--- config.mk ---
export PLATFORM = sky130hd
export DESIGN_NAME = rtc_write_seq
export DESIGN_NICKNAME = d
export VERILOG_FILES = /design/src/rtl/rtc_write_seq.sv
export SDC_FILE = /design/constraint.sdc
export NUM_CORES = 1
export LEC_CHECK = 0
export CORE_MARGIN = 1
export CORE_UTILIZATION = 29
export DETAILED_ROUTE_END_ITERATION = 10
export GPL_TIMING_DRIVEN = 0
export HOLD_SLACK_MARGIN = 0.06
export PLACE_DENSITY = 0.5
export SETUP_SLACK_MARGIN = 0.5
export SYNTH_ARGS = -nofsm -noshare
export SYNTH_HDL_FRONTEND = slang
export SYNTH_SLANG_ARGS = --single-unit
--- constraint.sdc ---
create_clock -name clock -period 3.19 [get_ports clock]
set_clock_uncertainty 0.05 [all_clocks]
set_input_delay 0.319 -clock clock [delete_from_list [all_inputs] [get_ports clock]]
set_output_delay 0.319 -clock clock [all_outputs]
set_load 0.02 [all_outputs]
--- src/rtl/rtc_write_seq.sv ---
// rtl/rtc_write_seq.sv - RTC bus write master and periodic read-burst scheduler
// Serialises register writes onto the muxed RTC bus and yields the bus to the read sequencer.
module rtc_write_seq #(
  parameter int RD_PERIOD = 1000000,
  parameter int RD_WINDOW = 450,
  parameter int CNT_W     = 20
) (
  input  logic       clock,
  input  logic       reset,
  input  logic       wr_req,
  input  logic [7:0] wr_addr,
  input  logic [7:0] wr_data,
  output logic       wr_ack,
  output logic       busy,
  output logic       chs,
  output logic       bus_sel,
  output logic [7:0] ADout,
  output logic       ad,
  output logic       wr,
  output logic       rd,
  output logic       cs
);

  localparam int         WIN_W    = (RD_WINDOW > 1) ? $clog2(RD_WINDOW) : 1;
  localparam logic [5:0] PH_LAST  = 6'd40;
  localparam logic [7:0] BUS_IDLE = 8'hFF;

  typedef enum logic [1:0] {
    S_IDLE,
    S_WRITE,
    S_RDWIN
  } state_t;

  state_t           state_q, state_d;
  logic [5:0]       phase_q, phase_d;
  logic [CNT_W-1:0] per_q, per_d;
  logic             trig_pend_q, trig_pend_d;
  logic [WIN_W-1:0] win_q, win_d;
  logic [7:0]       addr_q, addr_d;
  logic [7:0]       data_q, data_d;
  logic             wr_ack_q, wr_ack_d;
  logic             chs_q, chs_d;
  logic             busy_q, busy_d;
  logic             bus_sel_q, bus_sel_d;
  logic [7:0]       adout_q, adout_d;
  logic             ad_q, ad_d;
  logic             wr_q, wr_d;
  logic             cs_q, cs_d;
  logic             rd_q;

  logic             wrap;
  logic             trig_clr;
  logic [5:0]       phase_nxt;

  always_ff @(posedge clock or negedge reset) begin
    if (!reset) begin
      state_q     <= S_IDLE;
      phase_q     <= '0;
      per_q       <= '0;
      trig_pend_q <= 1'b0;
      win_q       <= '0;
      addr_q      <= '0;
      data_q      <= '0;
      wr_ack_q    <= 1'b0;
      chs_q       <= 1'b0;
      busy_q      <= 1'b0;
      bus_sel_q   <= 1'b0;
      adout_q     <= BUS_IDLE;
      ad_q        <= 1'b1;
      wr_q        <= 1'b1;
      cs_q        <= 1'b1;
      rd_q        <= 1'b1;
    end else begin
      state_q     <= state_d;
      phase_q     <= phase_d;
      per_q       <= per_d;
      trig_pend_q <= trig_pend_d;
      win_q       <= win_d;
      addr_q      <= addr_d;
      data_q      <= data_d;
      wr_ack_q    <= wr_ack_d;
      chs_q       <= chs_d;
      busy_q      <= busy_d;
      bus_sel_q   <= bus_sel_d;
      adout_q     <= adout_d;
      ad_q        <= ad_d;
      wr_q        <= wr_d;
      cs_q        <= cs_d;
      rd_q        <= 1'b1;
    end
  end

  // Output registers are loaded from next-state values so each bus action
  // is visible in the same cycle the phase counter shows its phase.
  always_comb begin
    state_d   = state_q;
    phase_d   = phase_q;
    win_d     = win_q;
    addr_d    = addr_q;
    data_d    = data_q;
    wr_ack_d  = 1'b0;
    chs_d     = 1'b0;
    bus_sel_d = bus_sel_q;
    adout_d   = adout_q;
    ad_d      = ad_q;
    wr_d      = wr_q;
    cs_d      = cs_q;
    trig_clr  = 1'b0;
    phase_nxt = phase_q + 6'd1;

    wrap  = (per_q == CNT_W'(RD_PERIOD - 1));
    per_d = wrap ? '0 : per_q + CNT_W'(1);

    case (state_q)
      S_IDLE: begin
        if (trig_pend_q) begin
          chs_d     = 1'b1;
          trig_clr  = 1'b1;
          bus_sel_d = 1'b0;
          win_d     = WIN_W'(RD_WINDOW - 1);
          state_d   = S_RDWIN;
        end else if (wr_req) begin
          wr_ack_d  = 1'b1;
          addr_d    = wr_addr;
          data_d    = wr_data;
          bus_sel_d = 1'b1;
          phase_d   = '0;
          adout_d   = BUS_IDLE;
          ad_d      = 1'b1;
          wr_d      = 1'b1;
          cs_d      = 1'b1;
          state_d   = S_WRITE;
        end
      end

      S_RDWIN: begin
        bus_sel_d = 1'b0;
        if (win_q == '0) begin
          state_d = S_IDLE;
        end else begin
          win_d = win_q - WIN_W'(1);
        end
      end

      S_WRITE: begin
        if (phase_q == PH_LAST) begin
          bus_sel_d = 1'b0;
          state_d   = S_IDLE;
        end else begin
          phase_d = phase_nxt;
          case (phase_nxt)
            6'd1:    ad_d    = 1'b0;
            6'd2:    cs_d    = 1'b0;
            6'd3:    wr_d    = 1'b0;
            6'd4:    adout_d = addr_q;
            6'd9:    wr_d    = 1'b1;
            6'd10:   cs_d    = 1'b1;
            6'd11:   ad_d    = 1'b1;
            6'd13:   adout_d = BUS_IDLE;
            6'd21:   cs_d    = 1'b0;
            6'd22:   wr_d    = 1'b0;
            6'd23:   adout_d = data_q;
            6'd28:   wr_d    = 1'b1;
            6'd29:   cs_d    = 1'b1;
            6'd31:   adout_d = BUS_IDLE;
            default: ;
          endcase
        end
      end

      default: state_d = S_IDLE;
    endcase

    // A wrap coinciding with a chs issue must not be lost.
    trig_pend_d = wrap ? 1'b1 : (trig_clr ? 1'b0 : trig_pend_q);
    busy_d      = (state_d != S_IDLE);
  end

  assign wr_ack  = wr_ack_q;
  assign busy    = busy_q;
  assign chs     = chs_q;
  assign bus_sel = bus_sel_q;
  assign ADout   = adout_q;
  assign ad      = ad_q;
  assign wr      = wr_q;
  assign rd      = rd_q;
  assign cs      = cs_q;

endmodule

==> metrics.md, run 1 <==
| Metric | Value |
|---|---|
| Share of the clock period used by the worst path | `77.60%` |
| Synthesized flop and latch total | `69` |
| Cell count after synthesis | `352` |
| HPWL Detailed | `5377 um` |
| Synthesized area per cell | `10.18 um^2` |
| Cell class contributing the biggest share of worst-path delay | `simple AND/OR/NAND/NOR gates` |
| Achievable clock frequency | `404.0 MHz` |
| Final design area excluding fillers | `0.004578 mm^2` |
| Worst-case register-to-register setup slack | `0.71 ns` |
| Number of sinks on the clock net | `69` |
| FF-to-FF End | `ADout[6]` |
| CTS tree | `built` |
| Kind of critical path | `register to register` |
| Area leader, netlist | `sky130_fd_sc_hd__dfrtp_1` |
| Max capacitance violation total | `0` |
| Maximum number of pins on one net before global-route repair | `44` |
| Number of different library cells in the post-synthesis netlist | `51` |
| Global-route total usage across every layer | `13.13%` |
| Type of the most critical hold path | `input port to asynchronous set/reset pin` |
| Run status | `finished clean` |
| Buffer type at the clock tree root | `sky130_fd_sc_hd__clkbuf_16` |
| ANT nets after route | `0` |
| Reported leakage power | `1.981 nW` |
| Layout-stage area growth over the synthesis result | `27.71%` |
| Setup violators final | `0` |
| I/O pin count | `35` |
| Fraction of post-synthesis cell area in the top cell type by area | `40.49%` |
| Cell Chain, Critical Path | `ha_1 -> buf_2 -> nand3_1 -> xor2_2 -> mux2_2 -> a21bo_2 -> nor4b_4 -> buf_4 -> a22oi_1` |
| Crit path buf inv count | `2` |
| Maximum cell stage delay along the critical path | `0.42 ns` |
| Count of pins over their slew limit | `0` |
| # DRC | `0` |
| Reg-to-reg critical path startpoint | `phase_q[1]` |
| Nets | `434` |
| Share of async-settable or async-resettable flops after synthesis | `100.0%` |
| Core footprint | `0.01201 mm^2` |
| Net count of the mapped netlist | `384` |
| H-tree Lvls | `3` |
| Dominant synthesized flop cell | `sky130_fd_sc_hd__dfrtp_1` |
| Via count of the first global-routing pass | `2712` |
| Count of endpoints failing hold in the final timing report | `0` |
| Die width | `113.2 um` |
| Required time at the endpoint of the critical path | `3.38 ns` |
| Largest fanout on the critical path | `10` |
| Total area of sequential cells | `0.001743 mm^2` |
| Number of buffer cells added on primary ports | `33` |
| Share of layout cells above drive strength 1 | `18.18%` |
| Least-Margin Pin Slew | `0.6826 ns` |
| Critical path capture point type | `register` |
| Top area cells in the synthesized netlist | `sky130_fd_sc_hd__dfrtp_1 40%, sky130_fd_sc_hd__dfstp_2 8.1%, sky130_fd_sc_hd__mux2_2 5.3%, sky130_fd_sc_hd__ha_1 4.5%, sky130_fd_sc_hd__a22oi_1 4.0%` |
| DRT Pass-1 Iters | `4` |
| DR WL/cell | `13.86 um` |
| First-pass GRT wire length | `13210 um` |
| Count of cells along the worst register-to-register path | `9` |
| Cell with the biggest individual delay on the critical path | `sky130_fd_sc_hd__dfrtp_2` |
| Clock latency at the later pin of the worst-skew pair | `0.33 ns` |
| Leading post-synthesis cells by instance count | `58 x sky130_fd_sc_hd__dfrtp_1, 25 x sky130_fd_sc_hd__nand2_1, 24 x sky130_fd_sc_hd__nor2_1` |
| Full die area | `0.01281 mm^2` |
| Fin crit period | `2.475 ns` |
| Post-route non-filler standard cell count | `554` |
| Number of antenna violations at the first check in global routing | `0` |
| Leading cell type by number of instances after synthesis | `sky130_fd_sc_hd__dfrtp_1` |
| Number of fillers in the final layout | `1202` |
| Register clock-pin slew on the reported worst setup and hold paths | `0.06 ns` |
| Remaining max-slew budget at the tightest pin | `54.14%` |
| Per-cell via count in the routed design | `4.859` |
| Sequential area share after synthesis | `48.55%` |
| Pwr/cell area | `823.7 mW/mm^2` |
| Diodes inserted | `0` |
| Critical path data arrival time | `2.66 ns` |
| Sum of internal, switching and leakage power | `3.771 mW` |
| Via count | `2692` |
| Effective utilization at floorplan | `29.84%` |
| Synthesized area | `0.003585 mm^2` |
| Startpoint kind of the worst setup timing path | `register` |
| Clock buffers created by TritonCTS | `9` |
| Worst IR Drop VDD | `0.0003543 V` |
| Row count | `40` |
| Number of enable-type register cells in the synthesized netlist | `0` |
| Cell total after placement | `533` |
| GRT Residual Overflow | `0` |
| Routability Congestion | `0.8328` |
| CTS max path bufs | `2` |
| Multi-input gate area in the final layout | `0.001749 mm^2` |
| Setup repair after global routing missed its margin | `no` |
| Warnings, synthesis | `0` |
| Total Routed Length | `7679 um` |
| Number of DRC markers in iteration 0 | `73` |
| Vertical die dimension | `113.2 um` |
| Area post-placement | `0.004124 mm^2` |
-- cells in the final DEF (no fill, tap or decap), types with 3 or more instances in the layout --
master,count
sky130_fd_sc_hd__nor2_1,24
sky130_fd_sc_hd__o22ai_1,4
sky130_fd_sc_hd__a22o_1,3
sky130_fd_sc_hd__buf_4,6
sky130_fd_sc_hd__a21oi_1,15
sky130_fd_sc_hd__nand3_1,15
sky130_fd_sc_hd__a21o_1,3
sky130_fd_sc_hd__nand2_1,25
sky130_fd_sc_hd__o21ai_0,21
sky130_fd_sc_hd__nor2b_1,4
sky130_fd_sc_hd__clkbuf_16,9
sky130_fd_sc_hd__clkbuf_1,4
sky130_fd_sc_hd__xor2_1,13
sky130_fd_sc_hd__dfstp_2,11
sky130_fd_sc_hd__buf_2,3
sky130_fd_sc_hd__or3_1,5
sky130_fd_sc_hd__ha_1,12
sky130_fd_sc_hd__dfrtp_1,56
sky130_fd_sc_hd__xnor2_1,10
sky130_fd_sc_hd__nand4_1,5
sky130_fd_sc_hd__nand2b_1,8
sky130_fd_sc_hd__bufinv_16,4
sky130_fd_sc_hd__a22oi_1,19
sky130_fd_sc_hd__inv_1,23
sky130_fd_sc_hd__mux2_2,17
sky130_fd_sc_hd__and3_1,3
sky130_fd_sc_hd__clkdlybuf4s50_1,32
sky130_fd_sc_hd__nor3_1,9
-- worst reg2reg max path, cell delays in order, from the launching register on --
cell and delay (ns):
sky130_fd_sc_hd__dfrtp_2 0.42, sky130_fd_sc_hd__ha_1 0.15, sky130_fd_sc_hd__buf_2 0.19, sky130_fd_sc_hd__nand3_1 0.17
sky130_fd_sc_hd__xor2_2 0.24, sky130_fd_sc_hd__mux2_2 0.35, sky130_fd_sc_hd__a21bo_2 0.24, sky130_fd_sc_hd__nor4b_4 0.26
sky130_fd_sc_hd__buf_4 0.21, sky130_fd_sc_hd__a22oi_1 0.10
-- through the flow --
| step | worst slack (ns) | utilization, % | hold WS, ns | TNS (ns) |
|---|---|---|---|---|
| after floorplan | 0.7379 | - | -0.02659 | 0 |
| after global placement | -0.7477 | 34.13 | 0.4072 | -43.03 |
| after detailed placement | 0.3070 | 34.33 | 0.2192 | 0 |
| after CTS | 0.5272 | 37.74 | 0.3951 | 0 |
| after global routing | 0.5053 | 38.11 | 0.4347 | 0 |
| final | 0.7146 | 38.11 | 0.3927 | 0 |
-- state kept, by name, summed over array words and instances, names as in the netlist, 2 cells and up --
register and cells:
ADout 8, per_q 20, data_q 8, phase_q 6, win_q 9, state_q 2
addr_q 8
-- repair_timing --
| item | CTS | global route |
|---|---|---|
| endpoints found under the setup margin | 8 | 12 |
| setup buffers | 1 | 3 |
| resized for setup | 3 | 7 |
| hold buffers | 1 | 0 |
| endpoints found under the hold margin | 24 | 0 |
| gates cloned | 0 | 0 |
| pin swaps | 1 | 1 |
-- cell type report --
type	count	area share, %
Buffer	9	0.9019
Timing Repair Buffer	39	8.636
Clock buffer	10	5.220
Clock inverter	6	2.924
Sequential cell	69	38.07
Multi-Input combinational cell	250	38.21
Tap cell	147	4.017
Inverter	24	2.022
-- routing by layer --
metal | GRT usage, % | up-vias | share of wire (%)
met5 | 0 | - | 0
met4 | 5.000 | 0 | 1.4
met3 | 3.642 | 10 | 3.3
met2 | 20.45 | 35 | 46
met1 | 17.34 | 1305 | 49
li1 | - | 1342 | -
-- how the worst max path moves through the flow --
| stage | startpoint | to | cells past startpoint |
|---|---|---|---|
| floorplan | phase_q[0] | ADout[6] | 8 |
| global placement | reset | phase_q[2] | 1 |
| detailed placement | phase_q[0] | ADout[3] | 8 |
| CTS | phase_q[0] | ADout[3] | 8 |
| global route | phase_q[1] | ADout[6] | 9 |
| finish | phase_q[1] | ADout[6] | 9 |
-- logic make-up after synthesis --
kind of cell | share of synthesized area, %
buffers and inverters | 3.664
AOI/OAI and AO/OA | 14.38
xor gates and xnor gates | 5.864
DFF | 48.55
other | 0.1046
adders and majority gates | 4.538
muxes | 5.899
and+or+nand+nor | 17.00
-- where the power goes --
| group | switching [mW] | internal (mW) | leakage (nW) |
|---|---|---|---|
| sequential | 0.166 | 1.13 | 0.846 |
| combinational | 0.685 | 0.560 | 0.953 |
| clock | 0.369 | 0.863 | 0.183 |
No activity file was read; power rests on OpenSTA's default activity.
==> run 2, diff against run 1 <==
- PLACE_DENSITY: 0.5 -> 0.52
- clock period: 3.19 -> 2.1 ns (I/O delays scaled with it)
==> run 2 against run 1 <==
  * The run now ends with negative setup slack left
  * Clock power up 27%
  * Register-to-register slack worse by 0.81 ns
  * Worst setup slack lost 0.81 ns
  * Sequential cell count is the same
  * Largest cell class unchanged
  * Largest power group is now combinational logic
==> metrics.md, run 2 (synthesis results as in run 1) <==
| Metric | Value |
|---|---|
| Run status | `complete, but fails checks` |
| Type of the most critical hold path | `register to register` |
| GRT Residual Overflow | `0` |
| Remaining max-slew budget at the tightest pin | `41.08%` |
| Net switching share of the total power | `36.24%` |
| Minimum hold slack | `0.4308 ns` |
| Global routing usage on met3 | `4.178%` |
| Share of the clock period used by the worst path | `104.7%` |
| DR WL/cell | `15.02 um` |
| Cell count of the worst hold path | `2` |
| Met2 GRT Util | `23.07%` |
| Total Routed Length | `9088 um` |
| I/O pin count | `35` |
| Achievable clock frequency | `454.7 MHz` |
| Row count | `40` |
| Count of endpoints failing hold in the final timing report | `0` |
| Global-route total usage across every layer | `14.42%` |
| Leading cell types in the layout, fill and taps excluded | `54 x sky130_fd_sc_hd__dfrtp_1, 40 x sky130_fd_sc_hd__buf_4, 22 x sky130_fd_sc_hd__nand2_1` |
| Biggest register | `per_q` |
| Clock latency at the later pin of the worst-skew pair | `0.33 ns` |
| HPWL Detailed | `5337 um` |
| Via count of the first global-routing pass | `2884` |
| Layout-stage area growth over the synthesis result | `53.58%` |
| Setup violators final | `15` |
| Post-layout worst setup margin | `-0.09905 ns` |
| Count of pins over their slew limit | `0` |
| Global-route layer with the greatest usage | `met2` |
| Setup repair after global routing missed its margin | `yes` |
| Reg-to-reg critical path startpoint | `phase_q[0]` |
| Pwr/cell area | `1225 mW/mm^2` |
| Switch Pwr | `2.444 mW` |
| Full die area | `0.01281 mm^2` |
| Number of antenna violations at the first check in global routing | `0` |
| Number of buffer cells added on primary ports | `33` |
| Share of layout cells above drive strength 1 | `42.36%` |
| Max capacitance violation total | `0` |
| Fin crit period | `2.199 ns` |
| Effective utilization at floorplan | `29.84%` |
| Startpoint kind of the worst setup timing path | `register` |
| Number of sinks on the clock net | `69` |
| ANT nets after route | `0` |
| Worst hold path endpoint | `ADout[6]` |
| Per-cell via count in the routed design | `4.970` |
| Maximum number of pins on one net before global-route repair | `70` |
| Count of cells along the worst register-to-register path | `9` |
| Number of DRC markers in iteration 0 | `101` |
| Total area of sequential cells | `0.001745 mm^2` |
| Number of fillers in the final layout | `1124` |
| Critical path capture point type | `register` |
| Failing checks | `negative setup slack` |
| Register clock-pin slew on the reported worst setup and hold paths | `0.06 ns` |
| Nets | `485` |
| Required time at the endpoint of the critical path | `2.30 ns` |
| Met1 Usage GRT | `18.87%` |
| Routability Congestion | `0.7853` |
| Sum of internal, switching and leakage power | `6.743 mW` |
| Largest fanout on the critical path | `4` |
| Least-Margin Pin Slew | `0.8838 ns` |
| Commonest non-fill, non-tap cell in the layout | `sky130_fd_sc_hd__dfrtp_1` |
| Via count | `3007` |
| Core footprint | `0.01201 mm^2` |
| # DRC | `0` |
| Internal Pwr Total | `4.300 mW` |
| DRT Pass-1 Iters | `4` |
| Registers with the most flip-flops | `per_q (20), win_q (9)` |
| Share of power burned in combinational logic | `47.4%` |
| Critical path data arrival time | `2.40 ns` |
| Worst-case register-to-register setup slack | `-0.1 ns` |
| Die width | `113.2 um` |
| Reported leakage power | `2.370 nW` |
| Portion of total power attributed to sequential cells | `29.4%` |
| CTS max path bufs | `2` |
| H-tree Lvls | `3` |
| Buffer type at the clock tree root | `sky130_fd_sc_hd__clkbuf_16` |
| CTS tree | `built` |
| Diodes inserted | `0` |
| FF-to-FF End | `ADout[6]` |
| Clock buffers created by TritonCTS | `9` |
| Worst IR Drop VDD | `0.0005907 V` |
| Kind of critical path | `register to register` |
| Max FFs per register | `20` |
| Hold wc startpoint | `ADout[6]` |
| Clock network fraction of design power | `23.2%` |
| Multi-input gate area in the final layout | `0.002213 mm^2` |
| Vertical die dimension | `113.2 um` |
| First-pass GRT wire length | `14460 um` |
## run 2: cell types whose count changed in the layout (fill, tap and decap cells not counted), sizes merged
cell and change:
buf +51, bufinv -3, clkbuf -1, clkdlybuf4s50 -12, clkinv -1, clkinvlp +1, dlygate4sd2 +11, dlymetal6s2s +1
inv +4
## run 2: how the worst max path moves through the flow
stage / start / depth (start not counted) / slack, ns / endpoint
6_report: phase_q[0] / 9 / -0.1 / ADout[6]
5_1_grt: phase_q[0] / 9 / -0.16 / ADout[6]
4_1_cts: win_q[2] / 6 / -0.14 / win_q[4]
3_5_place_dp: phase_q[1] / 8 / -0.65 / ADout[7]
3_3_place_gp: reset / 1 / -1.95 / phase_q[0]
2_1_floorplan: phase_q[1] / 8 / -0.09 / ADout[6]
## run 2: metal layers
metal	share of wire (%)	wire length, um
met2	50	4535
met4	1.0	91
met5	0	0
met1	45	4097
met3	4.0	363
## run 2: what timing repair did
action                                  CTS  global route
pin swaps                                13            25
endpoints found under the setup margin   69            63
endpoints found under the hold margin    58             0
gates resized for setup                  82            41
hold buffers                              1             0
cloned                                    1             0
setup buffers                            28            27
## run 2: cell type report
cell class              count  share of cell area (%)
plain buffers               9                   1.455
clock buffers               9                   4.091
clock inverters             7                   1.455
inverters                  24                   1.818
multi-input cells         250                   40.20
flip-flops and latches     69                   31.70
well taps                 147                   3.341
repair buffers             90                   15.93
## run 2: power by group through the flow
stage	Combinational, mW	Clock (mW)	Sequential [mW]
2_1_floorplan	1.42	0	2.05
3_3_place_gp	2.00	0	2.02
3_5_place_dp	2.01	0	2.03
4_1_cts	2.71	1.61	1.98
5_1_grt	3.42	1.67	2.03
6_report	3.20	1.56	1.98
## run 2: critical path, cell delays in order, from the launching register on
cell,delay [ns]
sky130_fd_sc_hd__dfrtp_2,0.43
sky130_fd_sc_hd__ha_4,0.17
sky130_fd_sc_hd__buf_6,0.13
sky130_fd_sc_hd__nand3_4,0.08
sky130_fd_sc_hd__xor2_4,0.21
sky130_fd_sc_hd__mux2_4,0.33
sky130_fd_sc_hd__a21bo_4,0.22
sky130_fd_sc_hd__nor4b_4,0.25
sky130_fd_sc_hd__buf_4,0.19
sky130_fd_sc_hd__a22oi_2,0.07
## run 2: through the flow
stage | setup TNS [ns] | utilization [%] | setup slack [ns] | cells | instance area, um^2
finish | -1.236 | 45.83 | -0.09905 | 605 | 5505
global route | -2.280 | 45.83 | -0.1640 | 605 | 5505
CTS | -1.727 | 42.43 | -0.1397 | 578 | 5096
detailed placement | -6.010 | 35.76 | -0.6549 | 532 | 4295
global placement | -112.64 | 35.78 | -1.947 | 532 | 4298
floorplan | -0.5670 | - | -0.08831 | 352 | 3784
